===== config.mk =====
export PLATFORM = sky130hd
export DESIGN_NAME = register_split
export DESIGN_NICKNAME = d
export VERILOG_FILES = /design/src/rtl/register_split.sv
export SDC_FILE = /design/constraint.sdc
export NUM_CORES = 1
export LEC_CHECK = 0
export CORE_AREA = 2 2 60 62
export CTS_CLUSTER_SIZE = 8
export DETAILED_ROUTE_END_ITERATION = 16
export DIE_AREA = 0 0 62 64
export PLACE_DENSITY = 0.73
export SYNTH_ARGS = -nofsm -noshare
export SYNTH_HDL_FRONTEND = slang
export SYNTH_SLANG_ARGS = --single-unit

===== constraint.sdc =====
create_clock -name clk -period 1.91 [get_ports clk]
set_input_delay 0.382 -clock clk [delete_from_list [all_inputs] [get_ports clk]]
set_output_delay 0.382 -clock clk [all_outputs]
set_load 0.005 [all_outputs]

===== src/rtl/register_split.sv =====
// rtl/register_split.sv - splits an N-bit word into tagged N/2-bit halves over valid/ready
module register_split #(
   parameter int N          = 16,
   parameter bit HIGH_FIRST = 1'b1
) (
   input  logic             clk,
   input  logic             clear_n,
   input  logic [N-1:0]     in_word,
   input  logic [1:0]       in_mask,
   input  logic             in_valid,
   output logic             in_ready,
   output logic [N/2-1:0]   out_half,
   output logic             out_hi,
   output logic             out_last,
   output logic             out_valid,
   input  logic             out_ready,
   output logic             busy,
   output logic [7:0]       words_sent
);

   localparam int H = N / 2;

   typedef enum logic [1:0] {IDLE, FIRST, SECOND} state_t;

   state_t       state, state_nx;
   logic [H-1:0] pend_q, pend_nx;
   logic [H-1:0] half_nx;
   logic         hi_nx, last_nx, valid_nx;
   logic [7:0]   cnt_nx;
   logic         fire, done, accept;
   logic [H-1:0] word_hi, word_lo;

   assign word_hi  = in_word[N-1:H];
   assign word_lo  = in_word[H-1:0];
   assign fire     = out_valid && out_ready;
   assign done     = fire && out_last;
   assign in_ready = (state == IDLE) || done;
   assign accept   = in_valid && in_ready;
   assign busy     = (state != IDLE);

   always_ff @(posedge clk or negedge clear_n) begin
      if (!clear_n) begin
         state      <= IDLE;
         pend_q     <= '0;
         out_half   <= '0;
         out_hi     <= 1'b0;
         out_last   <= 1'b0;
         out_valid  <= 1'b0;
         words_sent <= 8'd0;
      end else begin
         state      <= state_nx;
         pend_q     <= pend_nx;
         out_half   <= half_nx;
         out_hi     <= hi_nx;
         out_last   <= last_nx;
         out_valid  <= valid_nx;
         words_sent <= cnt_nx;
      end
   end

   always_comb begin
      state_nx = state;
      pend_nx  = pend_q;
      half_nx  = out_half;
      hi_nx    = out_hi;
      last_nx  = out_last;
      valid_nx = out_valid;
      cnt_nx   = words_sent;

      if (fire && !out_last) begin
         // pend_q holds the half that was not sent first
         state_nx = SECOND;
         half_nx  = pend_q;
         hi_nx    = ~out_hi;
         last_nx  = 1'b1;
      end else begin
         if (done) begin
            cnt_nx   = words_sent + 8'd1;
            state_nx = IDLE;
            valid_nx = 1'b0;
         end
         if (accept) begin
            case (in_mask)
               2'b11: begin
                  state_nx = FIRST;
                  valid_nx = 1'b1;
                  hi_nx    = HIGH_FIRST;
                  last_nx  = 1'b0;
                  half_nx  = HIGH_FIRST ? word_hi : word_lo;
                  pend_nx  = HIGH_FIRST ? word_lo : word_hi;
               end
               2'b10: begin
                  state_nx = FIRST;
                  valid_nx = 1'b1;
                  hi_nx    = 1'b1;
                  last_nx  = 1'b1;
                  half_nx  = word_hi;
               end
               2'b01: begin
                  state_nx = FIRST;
                  valid_nx = 1'b1;
                  hi_nx    = 1'b0;
                  last_nx  = 1'b1;
                  half_nx  = word_lo;
               end
               default: begin
                  state_nx = IDLE;
                  valid_nx = 1'b0;
               end
            endcase
         end
      end
   end

endmodule

Word level (Yosys, flattened, before mapping) --
Index checks and enable logic that the tools add are counted.
Word-level totals: bits in registers 29, input port bits 22, output and inout bits 21, logic and storage cells 50
Cells by class: add/sub/neg operators 1, equality and inequality tests 3, muxes and demuxes 16, bitwise operators 2, reductions and logical operators 21
Operators by type and width (number):
- 8-bit 2-to-1 mux | 2
- 8-bit case mux with 2 select lines | 1
- 3-bit nonzero test | 3
- 8-bit by 1-bit adder with 8-bit output, second input constant | 1
- 1-bit 2-to-1 mux | 8
- 2-bit AND reduction | 4
- 2-bit 2-to-1 mux | 3
- 2-bit nonzero test | 3
- 2-bit == test, second input constant | 2
- 1-bit logical AND | 4
- 1-bit case mux with 2 select lines | 2
- 2-bit OR reduction | 2
- 3-bit AND reduction | 1
- 3-bit OR reduction | 1
- 2-bit by 1-bit == test with 1-bit output, second input constant | 1
- 2-bit logical NOT | 1
- 1-bit NOT | 2
- 1-bit logical NOT | 1
- 1-bit logical OR | 1

Logic depth before layout (Yosys ltp) --
Gate-level depths: netlist of run 1.
depth in word-level cells 6, mapped depth 7, mapped depth without buffers 6

Least setup slack after synthesis of run 1 --
Ideal clock, no wire load.
path type input to register, start in in_mask[1], end reg out_half[0], setup time 0.065 ns, arrival time 1.480 ns, data required time 1.845 ns, path slack 0.365 ns, stages 7, path buffers 1, path through inv_1 ha_1 buf_2 nor3_2 nor2_2 a2bb2oi_1 o22a_1
Between the ends: cells in the longest elaborated chain, start to end 5, elaborated cells on any way between the ends 9, those cells by class eq/ne (3); mux (3); reduce/logical (3)
RTL lines:
- start, declared | line 9 | input logic [1:0] in_mask,
- 2-bit == test | line 83 | case (in_mask)
- 2-bit OR reduction (no source line)
- 8-bit case mux with 2 select lines | line 83
- 8-bit 2-to-1 mux | line 82 | if (accept) begin
- 8-bit 2-to-1 mux | line 70 | if (fire && !out_last) begin
- end signal, assigned | line 53 | out_half <= half_nx;
- end, declared | line 12 | output logic [N/2-1:0] out_half,
Parallel ways exist; a longest one is shown, timed or not. The select of a mux whose other input is x is not followed. A chain may end at the register's enable or synchronous reset.

Worst setup path after layout of run 1 --
start reg state[1], end out busy
Between the ends: cells in the longest elaborated chain, start to end 1
RTL lines:
- start, declared | line 25 | state_t state, state_nx;
- start signal, assigned | line 51 | state <= state_nx;
- 2-bit nonzero test | line 39 | assign busy = (state != IDLE);
- end, declared | line 17 | output logic busy,
Every way passes these cells.

==> impl_metrics.py, run 1 <==
metrics = {
    "placement": {
        "place.port_buffers": 42,
        "dp_slack_ns": -0.1106,
        "gp_congestion": 0.7926,
        "place.detailed.hpwl_um": 2552,
        "detailed_place.area_um2": 2083,
        "placed_cells_incl_taps": 222,
    },
    "status": {
        "run_status": "complete, no violations",
    },
    "floorplan": {
        "fp.dieArea_um2": 3968,
        "die_y_um": 64,
        "die_w_um": 62,
        "pin_count": 43,
        "initial_utilization": 0.4575,
        "row_count": 21,
        "core_footprint_um2": 3284,
    },
    "critical_path": {
        "timing.critical_path.slowest_stage_cell": "clkdlybuf4s50_1",
        "worst-path-buf-inv": 1,
        "path_cells": "or2_4, clkdlybuf4s50_1",
        "worstPathMaxFanout": 4,
        "worst-endpoint-required_ns": 1.53,
        "crit_path_category": "reg2out",
        "critical_path.max_stage_delay_ns": 0.44,
        "cp_data_arrival_time_ns": 1.45,
        "endpoint_type_of_the_worst_setup_path": "output pin",
        "worst_setup_path_start_kind": "flop",
        "worst_path_dominant_cell_family": "buffers and inverters",
    },
    "finish": {
        "final-instance-count-excl-fill": 231,
        "design.final.nets": 211,
        "final_core_utilization": 0.6526,
        "fraction_of_layout_cells_with_a_size_suffix_above_1": 0.2324,
        "area.growth.synth_to_final_pct": 42.63,
        "leading_cell_type_in_the_layout_fill_and_taps_excluded": "clkdlybuf4s50_1",
        "antenna_diodes": 0,
        "layout_common_cells": "40 x clkdlybuf4s50_1, 29 x dfrtp_1, 17 x buf_4",
        "stdcell_area_um2": 2143,
    },
    "logic_synthesis": {
        "yosys_warnings": 0,
        "synth_top_area_frac": 0.4829,
        "netlist_area_um2": 1503,
        "synth_cell_type_count": 33,
        "ys_seq_area_frac": 0.4829,
        "post_synth_inst_count": 121,
        "synth.ff_latch_count": 29,
        "synth_edf_count": 0,
        "dominantRegCellSynth": "dfrtp_1",
        "yosys.area.top_type": "dfrtp_1",
        "post_synth.cell_area_avg_um2": 12.42,
        "synthArstFlopShare": 1.000,
        "yosys-top-cells-area": "dfrtp_1 48%, mux2_4 8.0%, mux2i_1 5.3%",
        "synth.net_count": 148,
    },
    "clock_tree": {
        "number_of_buffers_added_to_fix_hold_violations_after_cts": 0,
        "cts_tree": "built",
        "clk_pin_slew_worst_paths_ns": 0.10,
        "worst_skew_pair.late_latency_ns": 0.33,
        "clk_path_buf_depth": 2,
        "cts_htree_levels": 2,
        "tritoncts_num_sinks": 29,
        "root_buffer": "clkbuf_4",
        "cts_buffers": 5,
    },
    "global_routing": {
        "peak_usage_layer_in_the_global_routing_report": "met2",
        "grt.overflow.total": 0,
        "grt_pass1_wl_um": 5671,
        "via_count_of_the_first_global_routing_pass": 1237,
        "grt.met2_usage": 0.3177,
        "grt_util_met1": 0.2445,
        "grt_util_met3": 0.05668,
        "grt.total_usage": 0.1935,
        "largest_net_degree_at_the_start_of_global_routing": 30,
        "antenna_found_initial": 0,
    },
    "detailed_routing": {
        "postRouteWirelength_um": 3308,
        "drtPass1Iterations": 4,
        "drt-wirelength-per-cell_um": 14.32,
        "ant_nets": 0,
        "avgViaCountPerCell": 5.143,
        "dr_total_vias": 1188,
        "route.detailed.drc": 0,
        "detailedRoute.firstIterationViolations": 47,
    },
    "sta": {
        "timing.clock.skew_ns": 0.009779,
        "setup_viol_count_final": 0,
        "hold_violations": 0,
        "final_critical_path_setup_slack_ns": 0.08140,
        "grt_setup_unrepaired": "no",
        "fin_crit_sh": 0.9574,
        "final-max-slew-violation-count": 0,
        "tightestPinTransition_ns": 0.3756,
        "post-route-min-period_ns": 1.829,
        "worst_slew_margin_rel": 0.7493,
        "max_freq_ghz": 0.5469,
    },
    "pwr": {
        "power_density_nw_per_um2": 1221,
        "cellLeakagePower_nw": 0.9525,
        "vdd.ir_drop.worst_v": 0.0007330,
    },
    "min_path": {
        "hp-class": "in2async",
    },
    "job": {
        "max-cap-violations": 0,
    },
}
## state kept, by name (all words and copies together) (netlist names)
signal	flops
out_half	8
out_hi	1
out_last	1
out_valid	1
pend_q	8
state	2
words_sent	8
## where the power goes
group | total [mW] | switching [mW] | internal [mW]
logic | 1.18 | 0.390 | 0.788
clock network | 0.363 | 0.224 | 0.139
registers | 1.08 | 0.209 | 0.868
## area by class of cell
type	instances	area (um^2)
Inverter	4	15.01
Multi-Input combinational cell	85	744.5
Tap cell	46	57.56
Sequential cell	29	725.7
Fill cell	276	1141
Clock buffer	5	37.54
Clock inverter	3	17.52
Timing Repair Buffer	59	545.5
## layer usage
layer  vias up  share of wire
li1        564              -
met1       576           0.41
met2        45           0.51
met3         3          0.071
met4         0         0.0048
met5         -              0
## kinds of logic (layout without fill, tap and decap cells)
| kind of cell | count (synthesis) | after routing | share of synthesized area |
|---|---|---|---|
| flops | 29 | 29 | 0.4829 |
| simple gates | 28 | 28 | 0.1157 |
| xor+xnor | 7 | 7 | 0.04080 |
| compound gates | 28 | 28 | 0.1565 |
| buf+inv | 7 | 71 | 0.02165 |
| mux | 17 | 17 | 0.1407 |
| fa+ha+maj | 5 | 5 | 0.04163 |
## metrics by stage
| step | setup TNS (ns) | hold slack, ns | total power [mW] |
|---|---|---|---|
| after CTS | 0 | 0.4335 | 2.642 |
| after floorplan | 0 | 0.08641 | 1.656 |
| final | 0 | 0.4248 | 2.618 |
| after detailed placement | -1.668 | 0.4623 | 2.265 |
| after global routing | 0 | 0.4443 | 2.807 |
| after global placement | -0.6916 | 0.4641 | 2.228 |
## cells in the mapped netlist (all sizes together) (2+ instances only)
master	count
dfrtp	29
mux2	9
a2bb2oi	8
mux2i	8
nor2	8
o22a	8
o21ai	6
ha	5
nand3	5
xnor2	5
inv	4
nand2	4
buf	3
nand2b	3
a21oi	2
and3	2
o21a	2
xor2	2
## final timing paths
kind | startpoint | endpoint | slack [ns] | depth (start not counted)
worst max register to register | out_valid | pend_q[6] | 0.32 | 4
max in group asynchronous | clear_n | pend_q[6] | 1.21 | 2
worst max-delay path | state[1] | busy | 0.08 | 2
min in group clk | words_sent[7] | words_sent[7] | 0.47 | 1
worst min register to register | words_sent[7] | words_sent[7] | 0.47 | 1
worst min-delay path | clear_n | out_valid | 0.42 | 2
## worst register-to-register path: stages, from the launching register on
cell and delay [ns]:
dfrtp_1 0.44, and2_2 0.26, o21a_4 0.23, nor2_8 0.22, mux2_4 0.32
## timing repair
item / CTS / global route
setup endpoints to repair: 1 / 0
gates resized for setup: 2 / 0
buffers inserted: 1 / 0
No activity file was read; power rests on OpenSTA's default activity.
==> run 2: changes to the inputs <==
--- a/config.mk
+++ b/config.mk
@@ -5,6 +5,7 @@
 export SDC_FILE = /design/constraint.sdc
 export NUM_CORES = 1
 export LEC_CHECK = 0
+export ABC_CLOCK_PERIOD_IN_PS = 1910
 export CORE_AREA = 2 2 60 62
 export CTS_CLUSTER_SIZE = 8
 export DETAILED_ROUTE_END_ITERATION = 16
==> results of run 2 <==
Final layout, timing and power as in run 1 (identical DEF).
